[config.mk]
export PLATFORM = sky130hd
export DESIGN_NAME = rv_alu_r_arb_flat
export DESIGN_NICKNAME = d
export VERILOG_FILES = /design/src/rtl/rv_alu_r_arb_if.sv /design/src/rtl/rv_alu_r_arb.sv /design/src/flat_wrapper.sv
export SDC_FILE = /design/constraint.sdc
export NUM_CORES = 1
export LEC_CHECK = 0
export ABC_CLOCK_PERIOD_IN_PS = 6050
export CAP_MARGIN = 20
export CORE_ASPECT_RATIO = 2
export CORE_MARGIN = 8
export CORE_UTILIZATION = 45
export CTS_BUF_LIST = sky130_fd_sc_hd__clkbuf_8
export CTS_CLUSTER_SIZE = 24
export DETAILED_ROUTE_END_ITERATION = 10
export DONT_BUFFER_PORTS = 1
export SYNTH_ARGS = -nofsm -noshare
export SYNTH_HDL_FRONTEND = slang
export SYNTH_HIERARCHICAL = 1
export SYNTH_SLANG_ARGS = --single-unit
export TNS_END_PERCENT = 1
[constraint.sdc]
create_clock -name clk -period 6.05 [get_ports clk]
set_input_delay 1.21 -clock clk [delete_from_list [all_inputs] [get_ports clk]]
set_output_delay 1.21 -clock clk [all_outputs]
set_load 0.005 [all_outputs]
[src/rtl/rv_alu_r_arb_if.sv]
// Request/response bundle for the shared R-type ALU.
// master = requesters + consumer, slave = arbiter.
interface rv_alu_r_arb_if #(
  parameter int TAG_W = 5
) ();
  logic [1:0]         req_valid;
  logic [1:0]         req_ready;
  logic [63:0]        req_rs1;
  logic [63:0]        req_rs2;
  logic [5:0]         req_funct3;
  logic [1:0]         req_funct7_r;
  logic [2*TAG_W-1:0] req_tag;
  logic               resp_valid;
  logic               resp_ready;
  logic               resp_src;
  logic [TAG_W-1:0]   resp_tag;
  logic [31:0]        resp_rd;
  logic               resp_illegal;

  modport master (
    output req_valid, req_rs1, req_rs2,
    output req_funct3, req_funct7_r, req_tag,
    output resp_ready,
    input  req_ready, resp_valid, resp_src,
    input  resp_tag, resp_rd, resp_illegal
  );

  modport slave (
    input  req_valid, req_rs1, req_rs2,
    input  req_funct3, req_funct7_r, req_tag,
    input  resp_ready,
    output req_ready, resp_valid, resp_src,
    output resp_tag, resp_rd, resp_illegal
  );
endinterface

[src/rtl/rv_alu_r_arb.sv]
// Two-requester round-robin wrapper around one R-type ALU.
// Grant counters built only with RV_ALU_R_ARB_STATS_EN.
module rv_alu_r (
  input  logic [31:0] rs1,
  input  logic [31:0] rs2,
  input  logic [2:0]  funct3,
  input  logic        funct7_r,
  output logic [31:0] rd,
  output logic        illegal
);
  // decode {funct7[5],funct3}; unknown ops give rd=0
  always_comb begin
    rd      = '0;
    illegal = 1'b0;
    case ({funct7_r, funct3})
      4'b0000: rd = rs1 + rs2;
      4'b1000: rd = rs1 - rs2;
      4'b0001: rd = rs1 << rs2[4:0];
      4'b0010: rd = {31'b0, $signed(rs1) < $signed(rs2)};
      4'b0011: rd = {31'b0, rs1 < rs2};
      4'b0100: rd = rs1 ^ rs2;
      4'b0101: rd = rs1 >> rs2[4:0];
      4'b1101: rd = $unsigned($signed(rs1) >>> rs2[4:0]);
      4'b0110: rd = rs1 | rs2;
      4'b0111: rd = rs1 & rs2;
      default: illegal = 1'b1;
    endcase
  end
endmodule

module rv_alu_r_arb #(
  parameter int TAG_W = 5
) (
  input  logic              clk,
  input  logic              rst,
`ifdef RV_ALU_R_ARB_STATS_EN
  output logic [31:0]       stat_grant0,
  output logic [31:0]       stat_grant1,
`endif
  rv_alu_r_arb_if.slave     bus
);
  typedef enum logic {EMPTY, FULL} state_t;

  state_t             state_q, state_d;
  logic               rr_q, rr_d;
  logic               src_q, src_d;
  logic [TAG_W-1:0]   tag_q, tag_d;
  logic [31:0]        rd_q, rd_d;
  logic               ill_q, ill_d;

  logic               slot_free;
  logic [1:0]         gnt;
  logic               gsel;
  logic [31:0]        op_rs1, op_rs2;
  logic [2:0]         op_f3;
  logic               op_f7r;
  logic [TAG_W-1:0]   op_tag;
  logic [31:0]        alu_rd;
  logic               alu_ill;

  // round-robin grant, only when the result slot can take data
  always_comb begin
    slot_free = (state_q == EMPTY) | bus.resp_ready;
    gnt       = 2'b00;
    if (slot_free) begin
      case (bus.req_valid)
        2'b01:   gnt = 2'b01;
        2'b10:   gnt = 2'b10;
        2'b11:   gnt = rr_q ? 2'b10 : 2'b01;
        default: gnt = 2'b00;
      endcase
    end
    gsel = gnt[1];
  end

  // operand mux from the granted requester
  always_comb begin
    op_rs1 = gsel ? bus.req_rs1[63:32] : bus.req_rs1[31:0];
    op_rs2 = gsel ? bus.req_rs2[63:32] : bus.req_rs2[31:0];
    op_f3  = gsel ? bus.req_funct3[5:3] : bus.req_funct3[2:0];
    op_f7r = bus.req_funct7_r[gsel];
    op_tag = gsel ? bus.req_tag[2*TAG_W-1:TAG_W]
                  : bus.req_tag[TAG_W-1:0];
  end

  rv_alu_r u_alu (
    .rs1      (op_rs1),
    .rs2      (op_rs2),
    .funct3   (op_f3),
    .funct7_r (op_f7r),
    .rd       (alu_rd),
    .illegal  (alu_ill)
  );

  // result slot: load on grant, drain on resp_ready
  always_comb begin
    state_d = state_q;
    rr_d    = rr_q;
    src_d   = src_q;
    tag_d   = tag_q;
    rd_d    = rd_q;
    ill_d   = ill_q;
    if (|gnt) begin
      state_d = FULL;
      rr_d    = ~gsel;
      src_d   = gsel;
      tag_d   = op_tag;
      rd_d    = alu_rd;
      ill_d   = alu_ill;
    end else if (bus.resp_ready) begin
      state_d = EMPTY;
    end
  end

  // slot and pointer registers
  always_ff @(posedge clk) begin
    if (rst) begin
      state_q <= EMPTY;
      rr_q    <= 1'b0;
      src_q   <= 1'b0;
      tag_q   <= '0;
      rd_q    <= '0;
      ill_q   <= 1'b0;
    end else begin
      state_q <= state_d;
      rr_q    <= rr_d;
      src_q   <= src_d;
      tag_q   <= tag_d;
      rd_q    <= rd_d;
      ill_q   <= ill_d;
    end
  end

  assign bus.req_ready    = gnt;
  assign bus.resp_valid   = (state_q == FULL);
  assign bus.resp_src     = src_q;
  assign bus.resp_tag     = tag_q;
  assign bus.resp_rd      = rd_q;
  assign bus.resp_illegal = ill_q;

`ifdef RV_ALU_R_ARB_STATS_EN
  logic [31:0] cnt0_q, cnt0_d;
  logic [31:0] cnt1_q, cnt1_d;

  // saturating per-requester grant counts
  always_comb begin
    cnt0_d = cnt0_q;
    cnt1_d = cnt1_q;
    if (gnt[0] && cnt0_q != 32'hFFFF_FFFF) cnt0_d = cnt0_q + 32'd1;
    if (gnt[1] && cnt1_q != 32'hFFFF_FFFF) cnt1_d = cnt1_q + 32'd1;
  end

  // counter registers
  always_ff @(posedge clk) begin
    if (rst) begin
      cnt0_q <= '0;
      cnt1_q <= '0;
    end else begin
      cnt0_q <= cnt0_d;
      cnt1_q <= cnt1_d;
    end
  end

  assign stat_grant0 = cnt0_q;
  assign stat_grant1 = cnt1_q;
`endif
endmodule

[src/flat_wrapper.sv]
// flat-port wrapper written by rule: the top's interface ports become plain ports
module rv_alu_r_arb_flat 
#(
  parameter int TAG_W = 5
)
  (clk, rst, bus_req_valid, bus_req_rs1, bus_req_rs2, bus_req_funct3, bus_req_funct7_r, bus_req_tag, bus_resp_ready, bus_req_ready, bus_resp_valid, bus_resp_src, bus_resp_tag, bus_resp_rd, bus_resp_illegal);
  rv_alu_r_arb_if #(.TAG_W(TAG_W)) bus_i ();
  input  logic clk;
  input  logic rst;
  input wire logic [$bits(bus_i.req_valid)-1:0] bus_req_valid;
  input wire logic [$bits(bus_i.req_rs1)-1:0] bus_req_rs1;
  input wire logic [$bits(bus_i.req_rs2)-1:0] bus_req_rs2;
  input wire logic [$bits(bus_i.req_funct3)-1:0] bus_req_funct3;
  input wire logic [$bits(bus_i.req_funct7_r)-1:0] bus_req_funct7_r;
  input wire logic [$bits(bus_i.req_tag)-1:0] bus_req_tag;
  input wire logic [$bits(bus_i.resp_ready)-1:0] bus_resp_ready;
  output wire logic [$bits(bus_i.req_ready)-1:0] bus_req_ready;
  output wire logic [$bits(bus_i.resp_valid)-1:0] bus_resp_valid;
  output wire logic [$bits(bus_i.resp_src)-1:0] bus_resp_src;
  output wire logic [$bits(bus_i.resp_tag)-1:0] bus_resp_tag;
  output wire logic [$bits(bus_i.resp_rd)-1:0] bus_resp_rd;
  output wire logic [$bits(bus_i.resp_illegal)-1:0] bus_resp_illegal;
  assign bus_i.req_valid = bus_req_valid;
  assign bus_i.req_rs1 = bus_req_rs1;
  assign bus_i.req_rs2 = bus_req_rs2;
  assign bus_i.req_funct3 = bus_req_funct3;
  assign bus_i.req_funct7_r = bus_req_funct7_r;
  assign bus_i.req_tag = bus_req_tag;
  assign bus_i.resp_ready = bus_resp_ready;
  assign bus_req_ready = bus_i.req_ready;
  assign bus_resp_valid = bus_i.resp_valid;
  assign bus_resp_src = bus_i.resp_src;
  assign bus_resp_tag = bus_i.resp_tag;
  assign bus_resp_rd = bus_i.resp_rd;
  assign bus_resp_illegal = bus_i.resp_illegal;
  rv_alu_r_arb #(.TAG_W(TAG_W)) u_core (.clk(clk), .rst(rst), .bus(bus_i));
endmodule
# After elaboration in Yosys (flattened, before gate mapping)
# Cells that the tools add are included.
# classes
n_lt_le_gt_ge,3
eq_ne,12
n_reduce_logical,4
muxes,13
bitwise_logic,6
shift,3
add_sub_neg,2
# op_table
op,count
32-bit case mux with 10 select lines,1
32-bit less-than comparator,2
32-bit 2-to-1 mux,2
32-bit adder,1
32-bit bitwise AND,1
32-bit bitwise OR,1
32-bit by 5-bit left shift with 32-bit output,1
32-bit by 5-bit right shift with 32-bit output,1
32-bit by 5-bit >>> shifter with 32-bit output,1
32-bit subtractor,1
32-bit bitwise XOR,1
4-bit by 3-bit equality test with 1-bit output (second input constant),4
10-bit OR reduction,1
4-bit by 2-bit equality test with 1-bit output (second input constant),2
4-bit equality test (second input constant),2
2-bit case mux with 3 select lines,1
1-bit 2-to-1 mux,5
5-bit 2-to-1 mux,1
2-bit equality test (second input constant),2
4-bit by 1-bit equality test with 1-bit output (second input constant),1
4-bit zero test,1
2-bit 2-to-1 mux,2
3-bit 2-to-1 mux,1
2-bit by 1-bit equality test with 1-bit output (second input constant),1
5 further kinds,6
# totals
input_bits,151
reg_bits,41
elab_cells,49

# Longest topological paths before layout
# Gate-level depths: netlist of run 1.
# depth
word_depth,8
mapped_depth,22
ltp_nobuf,18

# Cells and area by module
# Netlist of run 1, hierarchy kept.
# modules_own_cells
mod,seq_area_each_um2,cells_per_inst,n_inst,area_each_um2
rv_alu_r,0.0,1315,1,8499.4
rv_alu_r_arb,820.8,277,1,2486.1

# Least setup slack after synthesis of run 1
# Ideal clock, no wire load.
# synth_timing
path_kind,input port to flip-flop
start,input port bus_resp_ready
end,register u_core.rd_q[31] (netlist: u_core/bus.resp_rd[31])
t_arrival_ps,5551
t_required_ps,5918
stages,22
n_path_buf,5
path_slack_ps,366
cell_sequence,nand2b_1 -> buf_4 -> nand3_4 -> buf_4 -> mux2_1 -> inv_1 -> buf_2 -> buf_1 -> buf_2 -> ha_1 -> nand2b_1 -> o311a_2 -> o221ai_2 -> o21ai_4 -> a311oi_2 -> nand2b_1 -> a211o_1 -> nand3_1 -> a311oi_1 -> or4_1 -> nand3_1 -> a21oi_1
# synth_lines
element,line_no,source
from (decl),flat_wrapper.sv:16,input wire logic [$bits(bus_i.resp_ready)-1:0] bus_resp_ready;
1-bit bitwise OR (*),rv_alu_r_arb.sv:63,slot_free = (state_q == EMPTY) | bus.resp_ready;
2-bit 2-to-1 mux (*),rv_alu_r_arb.sv:65,if (slot_free) begin
32-bit 2-to-1 mux (*),rv_alu_r_arb.sv:79,op_rs2 = gsel ? bus.req_rs2[63:32] : bus.req_rs2[31:0];
named net u_core.op_rs2[2],rv_alu_r_arb.sv:54,"logic [31:0] op_rs1, op_rs2;"
32-bit subtractor (tied with other cells),rv_alu_r_arb.sv:17,4'b1000: rd = rs1 - rs2;
32-bit case mux with 10 select lines (*),rv_alu_r_arb.sv:15,"case ({funct7_r, funct3})"
named net u_core.alu_rd[31],rv_alu_r_arb.sv:58,logic [31:0] alu_rd;
to (signal assigned),rv_alu_r_arb.sv:129,rd_q <= rd_d;
to (decl),rv_alu_r_arb.sv:48,"logic [31:0] rd_q, rd_d;"
# The timed path passes the listed nets; every way through them passes the cells marked *. The select of a mux whose other input is x is not followed.
# A chain may end at the register's enable or synchronous reset.

# Worst setup path in the final report of run 1
# layout_timing
start,input port bus_resp_ready
end,register u_core.rd_q[29] (netlist: u_core/bus.resp_rd[29])
# layout_lines
element,line_no,source
1-bit bitwise OR (*),rv_alu_r_arb.sv:63,
2-bit 2-to-1 mux (*),rv_alu_r_arb.sv:65,
32-bit 2-to-1 mux (*),rv_alu_r_arb.sv:78,op_rs1 = gsel ? bus.req_rs1[63:32] : bus.req_rs1[31:0];
named net u_core.op_rs1[1],rv_alu_r_arb.sv:54,
32-bit subtractor (tied with other cells),rv_alu_r_arb.sv:17,
32-bit case mux with 10 select lines (*),rv_alu_r_arb.sv:15,
named net u_core.alu_rd[29],rv_alu_r_arb.sv:58,
# Marked as above.

==> impl_metrics.ini, run 1 <==
[floorplanning]
die_w_microns = 126
fp.dieArea_sq_um = 30000
start_util_pct = 45.4
rows = 81
die_h_microns = 237
ioPinCount = 193
coreArea_sq_um = 24200

[layout]
synthToLayoutAreaGrowth_pct = 2.66
fillers = 2552
finalNetCount = 1768
fin_util_pct = 46.6
drive_gt1_share_pct = 8.43
instances_no_fill = 1810
fin_area_sq_um = 11300
seqCellArea_sq_um = 821
multi_input_area_sq_um = 9190

[cts]
cts_hold_buffers = 0
cts_tree = built
clock_latency_ns = 0.31
cts-root-buf = clkbuf_8
cts_buffers = 5
cts_buffer_depth = 2
post_cts_resized = 0
cts.reportedPaths.clkPinSlew_ns = 0.08
htreeDepth = 2
postCtsSetupRepairBufs = 0
cts.sinks = 41

[timing]
grt_setup_unrepaired = false
period_needed_ns = 5.62
worst_pin_slew_ns = 1.14
finalMaxSlewViolations = 0
fin_crit_sh_pct = 92.9
clock_skew_ns = 0.00742
max_freq_mhz = 178
fin_tns_setup_ns = 0
fin_hold_ws_ns = 0.499
slew_headroom_pct = 23.3
worst_slack_ns = 0.429
setup_viol = 0
hold_viol = 0

[synthesis]
synth.largest_area_cell = ha_1
yosysSeqAreaShare_pct = 7.47
synth-seq-cells = 41
synth_nets = 1843
synth_commonest_cells = nor2_1, o21ai_0, a21oi_1, ha_1, nand2_1
yosysUniqueCellTypes = 96
synthFlopType = dfxtp_1
async_reset_ff_share_pct = 0
syn_area_sq_um = 11000
yosysMostFrequentCell = nor2_1
ys_warn_count = 6
synth.top_cell.area_share_pct = 11.2
synth_cells = 1592
synth_edf_count = 0
synthTopCellsByArea = ha_1, o21ai_0, a21oi_1, dfxtp_1, mux2_1
avgSynthCellArea_sq_um = 6.90

[setup_path]
rr_endpoint = u_core/bus.resp_rd[29]$_SDFFE_PP0P_
cp.arrival_ns = 5.86
cp_num_buf_inv = 2
path_delay_family = compound AO/OA/AOI/OAI gates
cp.required_ns = 6.28
crit_path_frequent_cell = a21oi_1
path_cells = nand2b_2 > nand3_4 > buf_12 > mux2_1 > inv_1 > ha_1 > a21o_1 > a21oi_1 > nor2_1 > o21ai_0 > o41ai_1 > a31oi_1 > o31ai_1 > o311ai_2 > xnor2_1 > o211ai_1 > nand3_1 > a21oi_1
cp-start-kind = primary input
slowest_delay_ns = 0.86
cp_slowest_cell = o41ai_1
critPathKind = in -> reg
r2r_cells = 18
r2r_start = u_core/rr_q$_SDFFE_PP0P_
critPathMaxFanout = 34
end_kind = flip-flop
rrSetupSlack_ns = 0.90

[detailed_routing]
first_iter_violations = 1298
wirelength_microns = 53700
drt-pass1-iter-count = 8
viasPerCell = 6.94
wl_per_cell_microns = 29.7
ant_nets = 0
vias = 12600
route.detailed.drc = 0

[power]
internal-power_mw = 0.973
leakage_nw = 4.61
peakVddDrop_v = 0.000147
pwr-share-seq_pct = 14.9
share_comb_of_total_power_pct = 74.6
power_density_nw_per_um2 = 193
power_mw = 2.18
clkPwrFrac_pct = 10.5
swShare_pct = 55.4
switching_power_mw = 1.21

[global_routing]
grt-ovfl-total = 0
grt_pass1_wl_microns = 78700
grt_max_degree = 103
antenna_found_initial = 4
grt_usage_pct = 34.3
grt_pass1_vias = 12300

[placed_design]
place_ws_ns = 0.268
gp_congestion = 1.02
place_area_sq_um = 11200
place_inst = 1800
dp_hpwl_microns = 42400
io_buffers = 0

[worst_hold_path]
worst_hold_startpoint = u_core/bus.resp_rd[31]$_SDFFE_PP0P_
min_path_type = reg -> reg
min_path_cells = 2
hold_end = u_core/bus.resp_rd[31]$_SDFFE_PP0P_

[job]
maxCapViolCount = 0

[run_status]
outcome = completed
-- kinds of logic after synthesis --
group	after synthesis	share of synthesized area [%]
compound gates	601	35.0
xor+xnor	21	1.67
fa+ha+maj	100	11.5
buf+inv	230	9.09
flops	41	7.47
mux	148	16.1
simple gates	451	19.2
-- final cells by class --
cell class,instances,share of cell area [%]
Clock buffer,5,0.610
Inverter,95,3.17
Clock inverter,3,0.410
Timing Repair Buffer,53,3.82
Sequential cell,41,7.28
Multi-Input combinational cell,1321,81.5
Antenna cell,2,0.0444
Tap cell,290,3.22
-- cells in the final DEF, fill, tap and decap left out, types with 7 or more instances in the layout --
master / count
xnor2_1: 18
o21ai_0: 169
o21ai_1: 8
o22ai_1: 11
a221oi_1: 17
o211ai_1: 30
a211oi_1: 38
nor2_1: 185
nor3_1: 30
mux4_2: 15
o31ai_1: 8
inv_1: 92
ha_1: 98
mux2_1: 64
nor2b_1: 11
or3_1: 8
a211o_1: 19
nand4_1: 10
nand3_1: 43
a21oi_1: 168
o2111ai_1: 7
a31oi_1: 19
o21bai_1: 11
a21o_1: 23
buf_4: 50
a22oi_1: 10
dfxtp_1: 41
nand2b_1: 12
mux2_2: 12
nor4_1: 7
nand2_1: 97
o21a_1: 8
mux2i_1: 56
-- registers in the layout (all words and copies together), names as in the netlist --
name / flops
u_core/bus.resp_src: 1
u_core/bus.resp_illegal: 1
u_core/bus.resp_valid: 1
u_core/bus.resp_tag: 5
u_core/bus.resp_rd: 32
u_core/rr_q: 1
-- worst reg2reg max path: stages (launching register included) --
cell and delay (ns):
dfxtp_1 0.34, nand2b_2 0.24, nand3_4 0.13, buf_12 0.22, mux2_1 0.52, inv_1 0.24, ha_1 0.22, a21o_1 0.12
a21oi_1 0.09, nor2_1 0.23, o21ai_0 0.31, o41ai_1 0.86, a31oi_1 0.46, o31ai_1 0.39, o311ai_2 0.16, xnor2_1 0.15
o211ai_1 0.16, nand3_1 0.09, a21oi_1 0.14
-- worst max-delay path by stage --
stage	start	endpoint	slack [ns]	cells past startpoint
after floorplan	bus_resp_ready	u_core/bus.resp_rd[31]$_SDFFE_PP0P_	0.37	22
after global placement	bus_resp_ready	u_core/bus.resp_rd[0]$_SDFFE_PP0P_	0.28	19
after detailed placement	bus_resp_ready	u_core/bus.resp_rd[0]$_SDFFE_PP0P_	0.27	19
after CTS	bus_resp_ready	u_core/bus.resp_rd[0]$_SDFFE_PP0P_	0.56	19
after global routing	bus_resp_ready	u_core/bus.resp_rd[0]$_SDFFE_PP0P_	0.29	19
final	bus_resp_ready	u_core/bus.resp_rd[29]$_SDFFE_PP0P_	0.43	18
-- power by group through the flow --
stage	Combinational [mW]	Sequential [mW]	Clock, mW
after floorplan	1.11	0.321	0
after global placement	1.57	0.332	0
after detailed placement	1.58	0.333	0
after CTS	1.59	0.327	0.231
after global routing	1.73	0.329	0.243
final	1.63	0.325	0.229
-- per-layer routing --
| layer | vias to the layer above | part of all wire [%] | GRT usage [%] |
|---|---|---|---|
| li1 | 5681 | - | - |
| met1 | 6005 | 36 | 36.7 |
| met2 | 686 | 48 | 58.2 |
| met3 | 192 | 6.5 | 4.91 |
| met4 | 2 | 9.5 | 29.2 |
| met5 | - | 0.024 | 0 |
(Power assumes the default switching activity.)
==> run 2, diff against run 1 <==
Settings changed: ABC_AREA set to 1, ABC_CLOCK_PERIOD_IN_PS 6050 to 4970.
Clock period 6.05 ns to 4.97 ns, I/O delays scaled along.
==> run 2 against run 1 <==
Setup slack lost 0.0092 ns; critical path depth grew 3; total power increased by 43%; die area increased by 11%; sequential power is 25% higher; register-to-register slack worse by 0.14 ns; non-clock buffer count rose by 10.
==> impl_metrics.ini, run 2 <==
[setup_path]
r2r_cells = 20
end_kind = flip-flop
slowest_delay_ns = 0.44
cp_num_cells = 21
r2r_start = u_core/bus.resp_valid$_SDFFE_PP0P_
path_cells = inv_1 > nand2_2 > nand3_4 > inv_2 > buf_12 > nand2_1 > nand2_1 > ha_1 > inv_1 > fa_1 > inv_1 > nand3_1 > nand3_1 > nand3_1 > nand3_1 > o21ai_0 > a21oi_1 > nor2_1 > nand3_1 > nand2_1 > a21oi_1
cp_slowest_cell = inv_2
path_delay_family = simple AND/OR/NAND/NOR gates
cp.arrival_ns = 4.79
cp.required_ns = 5.21
critPathKind = in -> reg
cp_num_buf_inv = 5
critPathMaxFanout = 26
crit_path_frequent_cell = nand3_1
cp-start-kind = primary input
worstSetupStartpoint = bus_resp_ready

[cts]
cts_hold_buffers = 0
cts.reportedPaths.clkPinSlew_ns = 0.10
cts_tree = built
post_cts_resized = 0
cts_buffer_depth = 2
cts-root-buf = clkbuf_8
cts.sinks = 41
postCtsSetupRepairBufs = 0
clock_latency_ns = 0.31
cts_buffers = 5
htreeDepth = 2

[timing]
fin_hold_ws_ns = 0.477
slew_headroom_pct = 48.5
worst_pin_slew_ns = 0.773
max_freq_mhz = 220
finalMaxSlewViolations = 0
setup_viol = 0
period_needed_ns = 4.55
hold_viol = 0
clock_skew_ns = 0.0144
fin_crit_sh_pct = 91.6
grt_setup_unrepaired = false
fin_tns_setup_ns = 0

[synthesis]
synth_top_family_by_area = simple AND/OR/NAND/NOR gates
yosysUniqueCellTypes = 49
muxShareOfSynthArea_pct = 0
yosysMostFrequentCell = nand2_1
synth-xor-area-share_pct = 0
avgSynthCellArea_sq_um = 4.93
synth-simple-area-share_pct = 56.3
synth_nets = 2763
syn_area_sq_um = 12400
synth_commonest_cells = nand2_1, nand3_1, inv_1, nor2_1, a21oi_1
synth.top_cell.area_share_pct = 31.1
synth_edf_count = 0
synth_fa_ha_area_share_pct = 10.2
synthFlopType = dfxtp_1
synth.largest_area_cell = nand2_1
yosysSeqAreaShare_pct = 6.63
synth-compound-area-share_pct = 12.0
synthTopCellsByArea = nand2_1, nand3_1, ha_1, inv_1, dfxtp_1
ys_warn_count = 6
synth-seq-cells = 41
synth_cells = 2512
async_reset_ff_share_pct = 0

[layout]
drive_gt1_share_pct = 3.90
fin_util_pct = 47.1
most-common-layout-cells = nand2_1, nand3_1, inv_1
antenna_cells = 0
synthToLayoutAreaGrowth_pct = 3.95
finalNetCount = 2713
mostFrequentLayoutCell = nand2_1
largest_register_ffs = 32
fillers = 3249

[placed_design]
gp_congestion = 1.08
io_buffers = 0
dp_hpwl_microns = 55100

[detailed_routing]
wl_per_cell_microns = 23.5
vias = 16600
viasPerCell = 5.91
route.detailed.drc = 0
wirelength_microns = 66100
first_iter_violations = 1622
drt-pass1-iter-count = 8
ant_nets = 0

[worst_hold_path]
worst_hold_startpoint = u_core/rr_q$_SDFFE_PP0P_
min_path_type = reg -> reg
min_path_cells = 2

[global_routing]
antenna_found_initial = 0
grt_pass1_vias = 15400
grt_usage_pct = 37.8
grt_max_degree = 73
grt-ovfl-total = 0
grt_pass1_wl_microns = 95800

[run_status]
outcome = completed

[floorplanning]
coreArea_sq_um = 27300
fp.dieArea_sq_um = 33400
ioPinCount = 193
rows = 86
die_w_microns = 133
die_h_microns = 251
start_util_pct = 45.3

[power]
power_density_nw_per_um2 = 243
peakVddDrop_v = 0.000141
leakage_nw = 7.36
power_mw = 3.12

[job]
maxCapViolCount = 0
-- run 2: cell count changes after synthesis, moves of 56 or more --
cell / before / now
o21ai_0: 169 / 51
nand3_1: 43 / 402
mux2i_1: 56 / 0
nand2_1: 97 / 1024
inv_1: 92 / 320
mux2_1: 68 / 0
-- run 2: worst min-delay path, stage by stage, from the launching register on --
cell and delay (ns):
dfxtp_1 0.33, nand2_1 0.06, a21oi_1 0.05
-- run 2: worst paths after layout --
path	endpoint	slack (ns)
min reg2reg	u_core/rr_q$_SDFFE_PP0P_	0.48
min	u_core/rr_q$_SDFFE_PP0P_	0.48
max reg2reg	u_core/bus.resp_rd[12]$_SDFFE_PP0P_	0.76
max	u_core/bus.resp_rd[12]$_SDFFE_PP0P_	0.42
-- run 2: cells by family (layout without fill, tap and decap cells) --
logic type	after synthesis	count (layout)
AND/OR/NAND/NOR	1661	1661
flip-flops	41	41
AO/OA/AOI/OAI	262	262
buffers and inverters	448	399
adder cells (fa/ha/maj)	100	100
-- run 2: metrics by stage --
step / instance area, sq um / instances / setup slack, ns
4_1_cts: 12900 / 2815 / 0.498
6_report: 12900 / 2815 / 0.420
2_1_floorplan: 12400 / 2512 / 0.875
3_3_place_gp: 12700 / 2807 / 0.216
5_1_grt: 12900 / 2815 / 0.227
3_5_place_dp: 12700 / 2807 / 0.206
-- run 2: layout make-up --
class | count | area [sq um] | area share, %
Multi-Input combinational cell | 2023 | 9720 | 75.6
Sequential cell | 41 | 821 | 6.38
Clock buffer | 5 | 68.8 | 0.535
Inverter | 328 | 1230 | 9.57
Timing Repair Buffer | 63 | 510 | 3.97
Clock inverter | 3 | 68.8 | 0.535
Tap cell | 352 | 440 | 3.42
-- run 2: power breakdown --
part           total, mW  leakage (nW)  switching (mW)  internal (mW)
clock network      0.349        0.0687           0.147          0.203
registers          0.405         0.336          0.0388          0.366
logic               2.37          6.96            1.72          0.654
total               3.12          7.36            1.90           1.22
-- run 2: routing by layer --
metal	vias up	track usage, %	part of all wire (%)
li1	7904	-	-
met1	7399	41.7	36
met2	1067	61.1	45
met3	266	4.49	7.7
met4	0	36.7	12
met5	-	0	0
